===== config.mk =====
export PLATFORM = sky130hd
export DESIGN_NAME = control_unit
export DESIGN_NICKNAME = d
export VERILOG_FILES = /design/src/rtl/cpu_ctrl_pkg.sv /design/src/rtl/ctrl_state_decode.sv /design/src/rtl/control_unit.sv
export SDC_FILE = /design/constraint.sdc
export NUM_CORES = 1
export LEC_CHECK = 0
export ABC_AREA = 1
export BUFFER_PORTS_ARGS = -buffer_cell sky130_fd_sc_hd__buf_2
export CORE_UTILIZATION = 40
export DETAILED_ROUTE_END_ITERATION = 8
export GPL_ROUTABILITY_DRIVEN = 0
export GPL_TIMING_DRIVEN = 0
export PLACE_DENSITY = 0.84
export SYNTH_ARGS = -nofsm -noshare
export SYNTH_HDL_FRONTEND = slang
export SYNTH_SLANG_ARGS = --single-unit

===== constraint.sdc =====
create_clock -name clock -period 3.28 [get_ports clock]
set_input_delay 0.164 -clock clock [delete_from_list [all_inputs] [get_ports clock]]
set_output_delay 0.164 -clock clock [all_outputs]
set_load 0.005 [all_outputs]

===== src/rtl/cpu_ctrl_pkg.sv =====
// Shared definitions for the hardwired control sequencer.
//  - opcode encodings (IR[31:27])
//  - sequencer state encoding (T0..T6, HALT)
//  - IR field positions
//  - strobe bundle type and opcode classification helper
package cpu_ctrl_pkg;

   localparam int WORD_W = 32;
   localparam int OPC_W  = 5;

   // IR field positions
   localparam int OPC_HI = 31;
   localparam int OPC_LO = 27;
   localparam int RA_HI  = 26;
   localparam int RA_LO  = 23;
   localparam int RB_HI  = 22;
   localparam int RB_LO  = 19;
   localparam int RC_HI  = 18;
   localparam int RC_LO  = 15;

   localparam logic [OPC_W-1:0] OPC_ADD  = 5'b00011;
   localparam logic [OPC_W-1:0] OPC_SUB  = 5'b00100;
   localparam logic [OPC_W-1:0] OPC_AND  = 5'b00101;
   localparam logic [OPC_W-1:0] OPC_OR   = 5'b00110;
   localparam logic [OPC_W-1:0] OPC_ROR  = 5'b00111;
   localparam logic [OPC_W-1:0] OPC_ROL  = 5'b01000;
   localparam logic [OPC_W-1:0] OPC_SHR  = 5'b01001;
   localparam logic [OPC_W-1:0] OPC_SHRA = 5'b01010;
   localparam logic [OPC_W-1:0] OPC_SHL  = 5'b01011;
   localparam logic [OPC_W-1:0] OPC_ADDI = 5'b01100;
   localparam logic [OPC_W-1:0] OPC_ANDI = 5'b01101;
   localparam logic [OPC_W-1:0] OPC_ORI  = 5'b01110;
   localparam logic [OPC_W-1:0] OPC_DIV  = 5'b01111;
   localparam logic [OPC_W-1:0] OPC_MUL  = 5'b10000;
   localparam logic [OPC_W-1:0] OPC_NEG  = 5'b10001;
   localparam logic [OPC_W-1:0] OPC_NOT  = 5'b10010;
   localparam logic [OPC_W-1:0] OPC_NOP  = 5'b11010;
   localparam logic [OPC_W-1:0] OPC_HALT = 5'b11011;

   typedef enum logic [2:0] {
      T0, T1, T2, T3, T4, T5, T6, HALT
   } state_t;

   typedef enum logic [2:0] {
      CLS_ALU, CLS_IMM, CLS_NEGNOT, CLS_MULDIV, CLS_NOP, CLS_HALT, CLS_ILLEGAL
   } opc_class_t;

   typedef struct packed {
      logic PCout;
      logic MDRout;
      logic Zhighout;
      logic Zlowout;
      logic Cout;
      logic PCin;
      logic MARin;
      logic MDRin;
      logic IRin;
      logic Yin;
      logic HIin;
      logic LOin;
      logic ZHighIn;
      logic ZLowIn;
      logic IncPC;
      logic Read;
      logic Gra;
      logic Grb;
      logic Grc;
      logic Rin;
      logic Rout;
   } strobes_t;

   function automatic opc_class_t classify(input logic [OPC_W-1:0] opc);
      opc_class_t cls;
      case (opc)
         OPC_ADD, OPC_SUB, OPC_AND, OPC_OR, OPC_ROR, OPC_ROL,
         OPC_SHR, OPC_SHRA, OPC_SHL:    cls = CLS_ALU;
         OPC_ADDI, OPC_ANDI, OPC_ORI:   cls = CLS_IMM;
         OPC_NEG, OPC_NOT:              cls = CLS_NEGNOT;
         OPC_MUL, OPC_DIV:              cls = CLS_MULDIV;
         OPC_NOP:                       cls = CLS_NOP;
         OPC_HALT:                      cls = CLS_HALT;
         default:                       cls = CLS_ILLEGAL;
      endcase
      return cls;
   endfunction

endpackage


===== src/rtl/ctrl_state_decode.sv =====
// Pure combinational decode of sequencer state + latched opcode into the
// DataPath strobe bundle.
//  state   in  sequencer state
//  opc     in  opcode latched at T3 entry
//  strobes out DataPath control strobes
//  opcode  out ALU operation (non-zero only in T4)
//  run     out 0 only in HALT
//  illegal out 1 in T3 of an unsupported opcode
module ctrl_state_decode
   import cpu_ctrl_pkg::*;
(
   input  state_t           state,
   input  logic [OPC_W-1:0] opc,
   output strobes_t         strobes,
   output logic [OPC_W-1:0] opcode,
   output logic             run,
   output logic             illegal
);

   opc_class_t cls;

   always_comb begin
      strobes = '0;
      opcode  = '0;
      run     = 1'b1;
      illegal = 1'b0;
      cls     = classify(opc);
      case (state)
         T0: begin
            strobes.PCout = 1'b1;
            strobes.MARin = 1'b1;
            strobes.IncPC = 1'b1;
         end
         T1: begin
            strobes.Read  = 1'b1;
            strobes.MDRin = 1'b1;
         end
         T2: begin
            strobes.MDRout = 1'b1;
            strobes.IRin   = 1'b1;
         end
         T3: begin
            case (cls)
               CLS_ALU, CLS_IMM, CLS_NEGNOT: begin
                  strobes.Grb  = 1'b1;
                  strobes.Rout = 1'b1;
                  strobes.Yin  = 1'b1;
               end
               CLS_MULDIV: begin
                  strobes.Gra  = 1'b1;
                  strobes.Rout = 1'b1;
                  strobes.Yin  = 1'b1;
               end
               CLS_ILLEGAL: illegal = 1'b1;
               default: ;
            endcase
         end
         T4: begin
            opcode = opc;
            strobes.ZLowIn = 1'b1;
            case (cls)
               CLS_ALU: begin
                  strobes.Grc  = 1'b1;
                  strobes.Rout = 1'b1;
               end
               CLS_IMM: strobes.Cout = 1'b1;
               CLS_MULDIV: begin
                  strobes.Grb     = 1'b1;
                  strobes.Rout    = 1'b1;
                  strobes.ZHighIn = 1'b1;
               end
               default: ;
            endcase
         end
         T5: begin
            strobes.Zlowout = 1'b1;
            if (cls == CLS_MULDIV) begin
               strobes.LOin = 1'b1;
            end else begin
               strobes.Gra = 1'b1;
               strobes.Rin = 1'b1;
            end
         end
         T6: begin
            strobes.Zhighout = 1'b1;
            strobes.HIin     = 1'b1;
         end
         HALT: run = 1'b0;
         default: ;
      endcase
   end

endmodule


===== src/rtl/control_unit.sv =====
// Hardwired control sequencer for the DataPath.
//  clock    in  system clock (rising edge)
//  clear    in  asynchronous active-low reset
//  ir       in  instruction register contents
//  mem_rdy  in  memory read complete (holds T1 while 0)
//  PCout..Rout  out  DataPath bus-drive / load / select strobes
//  opcode   out ALU operation, IR opcode during T4 only
//  Run      out 0 once halted
//  illegal  out pulse in T3 of an unsupported opcode
module control_unit
   import cpu_ctrl_pkg::*;
#(
   parameter int WORD_W = cpu_ctrl_pkg::WORD_W,
   parameter int OPC_W  = cpu_ctrl_pkg::OPC_W
) (
   input  logic              clock,
   input  logic              clear,
   input  logic [WORD_W-1:0] ir,
   input  logic              mem_rdy,
   output logic              PCout,
   output logic              MDRout,
   output logic              Zhighout,
   output logic              Zlowout,
   output logic              Cout,
   output logic              PCin,
   output logic              MARin,
   output logic              MDRin,
   output logic              IRin,
   output logic              Yin,
   output logic              HIin,
   output logic              LOin,
   output logic              ZHighIn,
   output logic              ZLowIn,
   output logic              IncPC,
   output logic              Read,
   output logic              Gra,
   output logic              Grb,
   output logic              Grc,
   output logic              Rin,
   output logic              Rout,
   output logic [OPC_W-1:0]  opcode,
   output logic              Run,
   output logic              illegal
);

   state_t           state, state_next;
   logic [OPC_W-1:0] opc_q;
   opc_class_t       cls;
   strobes_t         dec_strobes, s;
   logic [OPC_W-1:0] dec_opcode;
   logic             dec_run, dec_illegal;
   logic             unused_ir_bits;

   assign unused_ir_bits = ^ir[OPC_LO-1:0];
   assign cls = classify(opc_q);

   always_ff @(posedge clock or negedge clear) begin
      if (!clear) state <= T0;
      else        state <= state_next;
   end

   // Opcode is captured on the T2->T3 edge so later IR changes cannot disturb execute.
   always_ff @(posedge clock or negedge clear) begin
      if (!clear)            opc_q <= '0;
      else if (state == T2)  opc_q <= ir[OPC_HI:OPC_LO];
   end

   always_comb begin
      state_next = state;
      case (state)
         T0: state_next = T1;
         T1: state_next = mem_rdy ? T2 : T1;
         T2: state_next = T3;
         T3: begin
            case (cls)
               CLS_NOP, CLS_ILLEGAL: state_next = T0;
               CLS_HALT:             state_next = HALT;
               default:              state_next = T4;
            endcase
         end
         T4: state_next = T5;
         T5: state_next = (cls == CLS_MULDIV) ? T6 : T0;
         T6: state_next = T0;
         HALT: state_next = HALT;
         default: state_next = T0;
      endcase
   end

   ctrl_state_decode u_decode (
      .state   (state),
      .opc     (opc_q),
      .strobes (dec_strobes),
      .opcode  (dec_opcode),
      .run     (dec_run),
      .illegal (dec_illegal)
   );

   // State already reads T0 during reset, but T0 decodes fetch strobes; the
   // asynchronous gate keeps every strobe quiet while clear is held low.
   assign s       = clear ? dec_strobes : '0;
   assign opcode  = clear ? dec_opcode : '0;
   assign illegal = clear & dec_illegal;
   assign Run     = dec_run | ~clear;

   assign PCout    = s.PCout;
   assign MDRout   = s.MDRout;
   assign Zhighout = s.Zhighout;
   assign Zlowout  = s.Zlowout;
   assign Cout     = s.Cout;
   assign PCin     = s.PCin;
   assign MARin    = s.MARin;
   assign MDRin    = s.MDRin;
   assign IRin     = s.IRin;
   assign Yin      = s.Yin;
   assign HIin     = s.HIin;
   assign LOin     = s.LOin;
   assign ZHighIn  = s.ZHighIn;
   assign ZLowIn   = s.ZLowIn;
   assign IncPC    = s.IncPC;
   assign Read     = s.Read;
   assign Gra      = s.Gra;
   assign Grb      = s.Grb;
   assign Grc      = s.Grc;
   assign Rin      = s.Rin;
   assign Rout     = s.Rout;

endmodule


* Word-level counts from Yosys, hierarchy flattened
Memories as Yosys holds them, arrays and structs flattened.
Index checks and enable logic that the tools add are counted.
** Operators by class
- Reductions and logical operators :: 6
- Mux-type cells :: 31
- Bitwise gates (word level) :: 3
- Equal/unequal tests :: 15
** Operators by type and width (count)
- $eq A3 B3 Y1 const B :: 8
- $pmux W3 S8 :: 1
- $mux W21 :: 1
- $mux W1 :: 20
- $eq A3 B2 Y1 const B :: 5
- $mux W5 :: 2
- $eq A3 B1 Y1 const B :: 2
- $logic_not A3 Y1 :: 2
- $pmux W1 S2 :: 3
- $pmux W3 S2 :: 1
- $mux W2 :: 2
- $reduce_or A2 Y1 :: 2
- $reduce_or A4 Y1 :: 1
- $mux W3 :: 1
- $reduce_or A3 Y1 :: 1
- $and A1 B1 Y1 :: 1
- $not A1 Y1 :: 1
- $or A1 B1 Y1 :: 1
** Storage, ports and cells
- Register bits after elaboration :: 8
- Memories kept :: 2
- Bits of input ports :: 35
- Output and inout bits :: 28
- ROM bits :: 192
- Logic and storage cells :: 59
** Memory list
- (no name shown) :: depth 32, bits a word 3, read ports 1, clocked after Yosys merged registers in 0, write ports 0, RTL line cpu_ctrl_pkg.sv:74 : case (opc)
- (no name shown) :: depth 32, bits a word 3, read ports 1, clocked after Yosys merged registers in 0, write ports 0, RTL line cpu_ctrl_pkg.sv:74

* Longest topological paths before layout
Gate-level depths: netlist (run 1).
An unclocked memory read counts as a cell.
- Word-level depth :: 6
- Depth in mapped cells :: 9
- Mapped depth without buffers :: 9

* By module
Synthesis (run 1) repeated with hierarchy kept, for this count alone.
** Unflattened totals
- Cells, all modules :: 204
- Area total of the unflattened synthesis :: 1056.0 um^2
** Modules (own cells, without submodules)
- control_unit :: cells an instance 128, sequential area each 200.2 um^2, times used 1, area each 710.7 um^2
- ctrl_state_decode :: cells an instance 76, sequential area each 0.0 um^2, times used 1, area each 345.3 um^2

* Least setup slack after synthesis (run 1)
No wires, ideal clock.
- Path kind :: flip-flop to output port
- Start point :: reg opc_q[3]
- End point :: out Rout
- Stages on the path, launching flop included :: 10
- Path slack :: 1.985 ns
- Required time :: 3.116 ns
- Data arrival time :: 1.131 ns
- Cells stage by stage :: dfrtp_1 nor2_1 nand2_2 nand2_2 nor2_2 nor2_4 nand2_4 nor2_4 inv_2 nand2_1
** On the way
- Word-level cells in the longest chain between the ends :: 6
- Elaborated cells between the ends (all ways) :: 11
- Classes of those cells :: eq/ne: 3; mux: 4; reduce/logical: 3; memory: 1
** RTL lines
- start: declaration :: RTL line control_unit.sv:47 : logic [OPC_W-1:0] opc_q;
- start signal: assignment :: RTL line control_unit.sv:65 : else if (state == T2) opc_q <= ir[OPC_HI:OPC_LO];
- $mem_v2 Z32 W3 (*)
- $eq A3 B2 Y1 (tied with other cells) :: RTL line ctrl_state_decode.sv:43 : case (cls)
- $reduce_or A4 Y1 (no source line) / $reduce_or A2 Y1 (equally long branches)
- $mux W1 (on tied branches) :: RTL line ctrl_state_decode.sv:43, ctrl_state_decode.sv:61
- $pmux W1 S2 (*) :: RTL line ctrl_state_decode.sv:28 : case (state)
- $mux W21 (*) :: RTL line control_unit.sv:100 : assign s = clear ? dec_strobes : '0;
- end: declaration :: RTL line control_unit.sv:40 : output logic Rout,
Every way passes the cells marked *; elsewhere a longest branch is shown, timed or not.

* Final worst setup path (run 1)
- Start point :: in clear
- End point :: out Cout
** On the way
- Word-level cells in the longest chain between the ends :: 1
** RTL lines
- start: declaration :: RTL line control_unit.sv:17 : input logic clear,
- $mux W21 :: RTL line control_unit.sv:100
- end: declaration :: RTL line control_unit.sv:24 : output logic Cout,
Every way passes these cells.

==> impl_metrics.env, run 1 <==
export IMPL_synth_simple_gate_area_frac=0.468
export IMPL_dr_first_iter_drc_count=20
export IMPL_whs_ns=0.159
export IMPL_wl_per_cell_um=9.60
export IMPL_critPathSlowestCell="dlygate4sd3_1"
export IMPL_ys_seq_elements=8
export IMPL_power_density_nw_per_um2=765
export IMPL_drive_above_1_share=0.400
export IMPL_clockBufferDepth=2
export IMPL_synth_cell_types=20
export IMPL_seq_power_share=0.276
export IMPL_max_vdd_ir_drop_v=0.000415
export IMPL_mostFrequentLayoutCell="buf_2"
export IMPL_fillers=149
export IMPL_diodes=0
export IMPL_p_leak_nw=0.594
export IMPL_hold_viol=0
export IMPL_rsz0062_at_grt="false"
export IMPL_clkTransAtPathRegs_ns=0.05
export IMPL_viasPerCell=4.69
export IMPL_num_vias=839
export IMPL_power_uw=724
export IMPL_period_minus_slack_ns=1.91
export IMPL_cts_buffers=3
export IMPL_die_area_um2=1960
export IMPL_ys_top_cells_by_area="dfrtp_1 28%, nor2_1 13%, nand2_1 12%, inv_1 6.8%, buf_4 6.3%"
export IMPL_met3_usage=0.0163
export IMPL_yosys_area_top_type_share=0.280
export IMPL_die_h_um=44.3
export IMPL_globalRouteMet1Util=0.237
export IMPL_critPathKind="in2out"
export IMPL_syn_area_per_cell_um2=6.11
export IMPL_portBuffers=34
export IMPL_htreeDepth=1
export IMPL_critPathRequiredTime_ns=3.12
export IMPL_globalRouteTotalUtil=0.184
export IMPL_cp_cell_sequence="dlygate4sd3_1 > buf_2 > nand2_1 > nor2_2 > inv_2 > nor4_1 > buf_2"
export IMPL_area_growth_pct=32.6
export IMPL_setup_violations=0
export IMPL_drv_cap=0
export IMPL_synth_seq_area_share=0.280
export IMPL_reg2reg_from="opc_q[3]"
export IMPL_ant_nets=0
export IMPL_drt_pass1_iter_count=6
export IMPL_num_io_pins=63
export IMPL_synth_area_leader_cell="dfrtp_1"
export IMPL_setup_tns_final_ns=0
export IMPL_cpPeakStageDelay_ns=0.52
export IMPL_cts_sinks=8
export IMPL_critPathTopFamily="buffers and inverters"
export IMPL_top_usage_layer="met2"
export IMPL_internal_power_uw=352
export IMPL_p_sw_uw=373
export IMPL_grt_max_degree=14
export IMPL_crit_path_frequent_cell="buf_2"
export IMPL_ys_warn_count=0
export IMPL_crit_arrival_ns=1.74
export IMPL_max_freq_ghz=0.524
export IMPL_grtUsageMet2=0.294
export IMPL_post_cts_setup_buffers=0
export IMPL_grt_pass1_wl_mm=2.65
export IMPL_cp_num_buf_inv=4
export IMPL_synthXorXnorAreaFrac=0
export IMPL_drc_errors=0
export IMPL_clock_skew_ns=0.00377
export IMPL_synthAdderAreaFrac=0
export IMPL_routed_wl_mm=1.72
export IMPL_tritoncts="done"
export IMPL_overflow=0
export IMPL_antenna_found_initial=0
export IMPL_syn_num_nets=152
export IMPL_synth_area_um2=714
export IMPL_die_width_um=44.3
export IMPL_crit_path_start="clear"
export IMPL_root_buffer="clkbuf_4"
export IMPL_min_from="ir[31]"
export IMPL_path_max_fanout=13
export IMPL_min_period_over_period=0.582
export IMPL_power_clock_fraction=0.106
export IMPL_start_util=0.448
export IMPL_syn_inst=117
export IMPL_synth_compound_area_frac=0.0771
export IMPL_p_comb_frac=0.618
export IMPL_final_max_slew_viol_count=0
export IMPL_synth_top_family_by_area="simple AND/OR/NAND/NOR gates"
export IMPL_hold_path_class="in2reg"
export IMPL_grt_pass1_vias=655
export IMPL_placementRows=14
export IMPL_startpoint_type="input port"
export IMPL_status="completed"
export IMPL_fin_nets=192
export IMPL_crit_path_end_kind="output pin"
export IMPL_synthMuxAreaShare=0
export IMPL_final_cell_mix="35 x buf_2, 24 x nor2_1, 23 x nand2_1"
export IMPL_hpwl_mm=1.40
export IMPL_clk_latency_ns=0.25
export IMPL_coreArea_um2=1590
export IMPL_power_share_switching=0.515
## logic make-up after synthesis
kind of cell,count (synthesis)
simple gates,72
buf+inv,26
compound gates,10
flops,8
other cells,1
## path summary, 6_finish.rpt
path / to / slack [ns] / cells past startpoint
max: Cout / 1.37 / 7
min: opc_q[4] / 0.16 / 3
max reg2reg: state[1] / 1.96 / 9
min reg2reg: opc_q[0] / 0.58 / 2
max in group asynchronous: opc_q[1] / 2.75 / 2
min in group asynchronous: opc_q[0] / 0.32 / 2
## cells in the mapped netlist
cell / n
nor2_1: 24
nand2_1: 23
inv_1: 13
dfrtp_1: 8
nand3_1: 7
a21oi_1: 6
buf_4: 6
inv_2: 6
nand2_2: 5
nor3_1: 4
nor2_2: 3
nand4_1: 2
nor2_4: 2
o21ai_1: 2
a21oi_2: 1
a31oi_1: 1
buf_2: 1
conb_1: 1
nand2_4: 1
nor4_1: 1
## worst register-to-register path, cell delays in order, from the launching register on
cell and delay (ns):
dfrtp_1 0.42, nor2_1 0.19, nand2_2 0.08, nand2_2 0.07, nor2_2 0.05, nor2_4 0.13, nand2_4 0.10, nand2_1 0.07
nand2_1 0.07, nand2_1 0.08
## state kept, by name (all words and copies together) (netlist names)
| register | cells |
|---|---|
| state | 3 |
| opc_q | 5 |
## what timing repair did
| item | CTS | global route |
|---|---|---|
| hold buffers | 1 | 0 |
| hold endpoints to repair | 8 | 0 |
| gates resized for setup | 0 | 0 |
## power by group through the flow
stage	registers, mW	logic (mW)	clock network, mW
2_1_floorplan	0.190	0.345	0
3_3_place_gp	0.198	0.427	0
3_5_place_dp	0.200	0.447	0
4_1_cts	0.198	0.449	0.0779
5_1_grt	0.209	0.501	0.0813
6_report	0.200	0.448	0.0769
## per-stage QoR
| stage | setup slack [ns] | cells | instance area [um^2] | utilization |
|---|---|---|---|---|
| after detailed placement | 1.81 | 175 | 915 | 0.574 |
| after CTS | 1.36 | 179 | 947 | 0.594 |
| after global placement | 1.85 | 175 | 915 | 0.574 |
| after global routing | 1.21 | 179 | 947 | 0.594 |
| final | 1.37 | 179 | 947 | 0.594 |
| after floorplan | 1.99 | 117 | 714 | - |
## area by class of cell
type,count,area (um^2),area share
plain buffers,7,50.0,0.0528
clock buffers,3,22.5,0.0238
inverters,19,71.3,0.0753
multi-input cells,83,393,0.415
flip-flops and latches,8,200,0.211
well taps,24,30.0,0.0317
repair buffers,35,180,0.190
## per-layer routing
layer  share of wire  up-vias
met5               0        -
met4           0.020        0
met3           0.065        4
met2            0.49       36
met1            0.42      369
li1                -      430
Note: power is estimated with default switching activity, not from simulation.
==> inputs of run 2 (changes only) <==
--- a/config.mk
+++ b/config.mk
@@ -7,11 +7,11 @@
 export LEC_CHECK = 0
 export ABC_AREA = 1
 export BUFFER_PORTS_ARGS = -buffer_cell sky130_fd_sc_hd__buf_2
-export CORE_UTILIZATION = 40
+export CORE_UTILIZATION = 37
 export DETAILED_ROUTE_END_ITERATION = 8
 export GPL_ROUTABILITY_DRIVEN = 0
 export GPL_TIMING_DRIVEN = 0
-export PLACE_DENSITY = 0.84
+export PLACE_DENSITY = 0.79
 export SYNTH_ARGS = -nofsm -noshare
 export SYNTH_HDL_FRONTEND = slang
 export SYNTH_SLANG_ARGS = --single-unit
==> constraint.sdc (replaced) <==
create_clock -name clock -period 1.98 [get_ports clock]
set_input_delay 0.099 -clock clock [delete_from_list [all_inputs] [get_ports clock]]
set_output_delay 0.099 -clock clock [all_outputs]
set_load 0.005 [all_outputs]
==> run 2 against run 1 <==
  * Worst hold slack got worse by 0.053 ns
  * Flip-flop and latch count did not move
  * Global-route usage fell by 0.94 points
  * Clock power rose by 53%
  * Largest cell class unchanged
  * Largest power group unchanged
==> impl_metrics.env, run 2 (synthesized netlist as in run 1, its figures left out) <==
export IMPL_die_h_um=45.9
export IMPL_antenna_found_initial=0
export IMPL_mostFrequentLayoutCell="buf_2"
export IMPL_min_from="ir[29]"
export IMPL_critPathTopFamily="buffers and inverters"
export IMPL_drt_pass1_iter_count=4
export IMPL_cts_buffers=3
export IMPL_portBuffers=34
export IMPL_largest_register_ffs=5
export IMPL_critPathSlowestCell="dlygate4sd3_1"
export IMPL_clk_latency_ns=0.24
export IMPL_cts_sinks=8
export IMPL_die_area_um2=2110
export IMPL_rsz0062_at_grt="false"
export IMPL_overflow=0
export IMPL_ctsHoldBuffers=1
export IMPL_hpwl_mm=1.44
export IMPL_die_width_um=45.9
export IMPL_min_period_over_period=0.906
export IMPL_htreeDepth=1
export IMPL_drc_errors=0
export IMPL_num_io_pins=63
export IMPL_max_vdd_ir_drop_v=0.000603
export IMPL_crit_arrival_ns=1.70
export IMPL_power_density_nw_per_um2=1250
export IMPL_cts_resized=0
export IMPL_startpoint_type="input port"
export IMPL_dr_first_iter_drc_count=12
export IMPL_grt_max_degree=14
export IMPL_fillers=204
export IMPL_critPathRequiredTime_ns=1.88
export IMPL_fin_nets=192
export IMPL_p_leak_nw=0.594
export IMPL_grt_pass1_wl_mm=2.67
export IMPL_setup_tns_final_ns=0
export IMPL_start_util=0.405
export IMPL_area_growth_pct=32.7
export IMPL_critPathKind="in2out"
export IMPL_drive_above_1_share=0.400
export IMPL_post_route_util=0.538
export IMPL_root_buffer="clkbuf_4"
export IMPL_stdcell_count=180
export IMPL_top_register="opc_q"
export IMPL_place_inst=176
export IMPL_clkTransAtPathRegs_ns=0.05
export IMPL_path_max_fanout=13
export IMPL_grt_pass1_vias=667
export IMPL_reg2reg_from="opc_q[3]"
export IMPL_ant_nets=0
export IMPL_placementRows=15
export IMPL_reg_largest_list="opc_q x5, state x3"
export IMPL_hold_viol=0
export IMPL_globalRouteTotalUtil=0.174
export IMPL_final_max_slew_viol_count=0
export IMPL_period_minus_slack_ns=1.79
export IMPL_tritoncts="done"
export IMPL_final_cell_mix="35 x buf_2, 24 x nor2_1, 23 x nand2_1"
export IMPL_cp_cell_sequence="dlygate4sd3_1 > buf_2 > nand2_1 > nor2_2 > inv_2 > nor4_1 > buf_2"
export IMPL_num_vias=840
export IMPL_cpPeakStageDelay_ns=0.52
export IMPL_diodes=0
export IMPL_status="completed"
export IMPL_clockBufferDepth=2
export IMPL_setup_violations=0
export IMPL_crit_path_end_kind="output pin"
export IMPL_crit_path_frequent_cell="buf_2"
export IMPL_max_freq_ghz=0.557
export IMPL_viasPerCell=4.67
export IMPL_drv_cap=0
export IMPL_wl_per_cell_um=9.44
export IMPL_routed_wl_mm=1.70
export IMPL_cp_num_buf_inv=4
export IMPL_coreArea_um2=1760
export IMPL_post_cts_setup_buffers=0
export IMPL_crit_path_start="clear"
export IMPL_hold_path_class="in2reg"
export IMPL_clock_skew_ns=0.00239
## run 2: path summary, 6_finish.rpt
kind / to / slack, ns / cells after the start
max reg2reg: state[2] / 0.64 / 8
min reg2reg: opc_q[0] / 0.60 / 2
min: opc_q[2] / 0.11 / 3
max in group asynchronous: state[1] / 1.50 / 2
min in group asynchronous: opc_q[4] / 0.27 / 2
max: Cout / 0.19 / 7
## run 2: routing by layer
| layer | track usage | share of wire |
|---|---|---|
| met1 | 0.217 | 0.45 |
| met2 | 0.310 | 0.48 |
| met3 | 0.0159 | 0.063 |
| met4 | 0.0588 | 0.0029 |
| met5 | 0 | 0 |
## run 2: power by group
group	total, mW	leakage (nW)	internal, mW	switching (mW)
logic	0.738	0.488	0.271	0.467
registers	0.332	0.0927	0.242	0.0900
clock network	0.118	0.0138	0.0690	0.0492
## run 2: layout make-up
class,count,area [um^2],share of cell area
multi-input combinational,83,393,0.414
buffer,7,50.0,0.0528
clock buffer,3,22.5,0.0237
timing repair buffer,35,180,0.190
tap,25,31.3,0.0330
inverter,19,71.3,0.0752
sequential,8,200,0.211
## run 2: worst min-delay path: stages
cell     delay, ns
buf_2         0.08
nor2_1        0.03
a21oi_1       0.10
## run 2: through the flow
step | setup WS [ns] | cell area [um^2] | hold WS, ns | power (mW)
2_1_floorplan | 0.750 | 714 | -0.197 | 0.886
3_3_place_gp | 0.613 | 916 | -0.0108 | 1.04
3_5_place_dp | 0.590 | 916 | -0.0132 | 1.07
4_1_cts | 0.164 | 948 | 0.0999 | 1.19
5_1_grt | 0.0575 | 948 | 0.119 | 1.31
6_report | 0.186 | 948 | 0.105 | 1.19
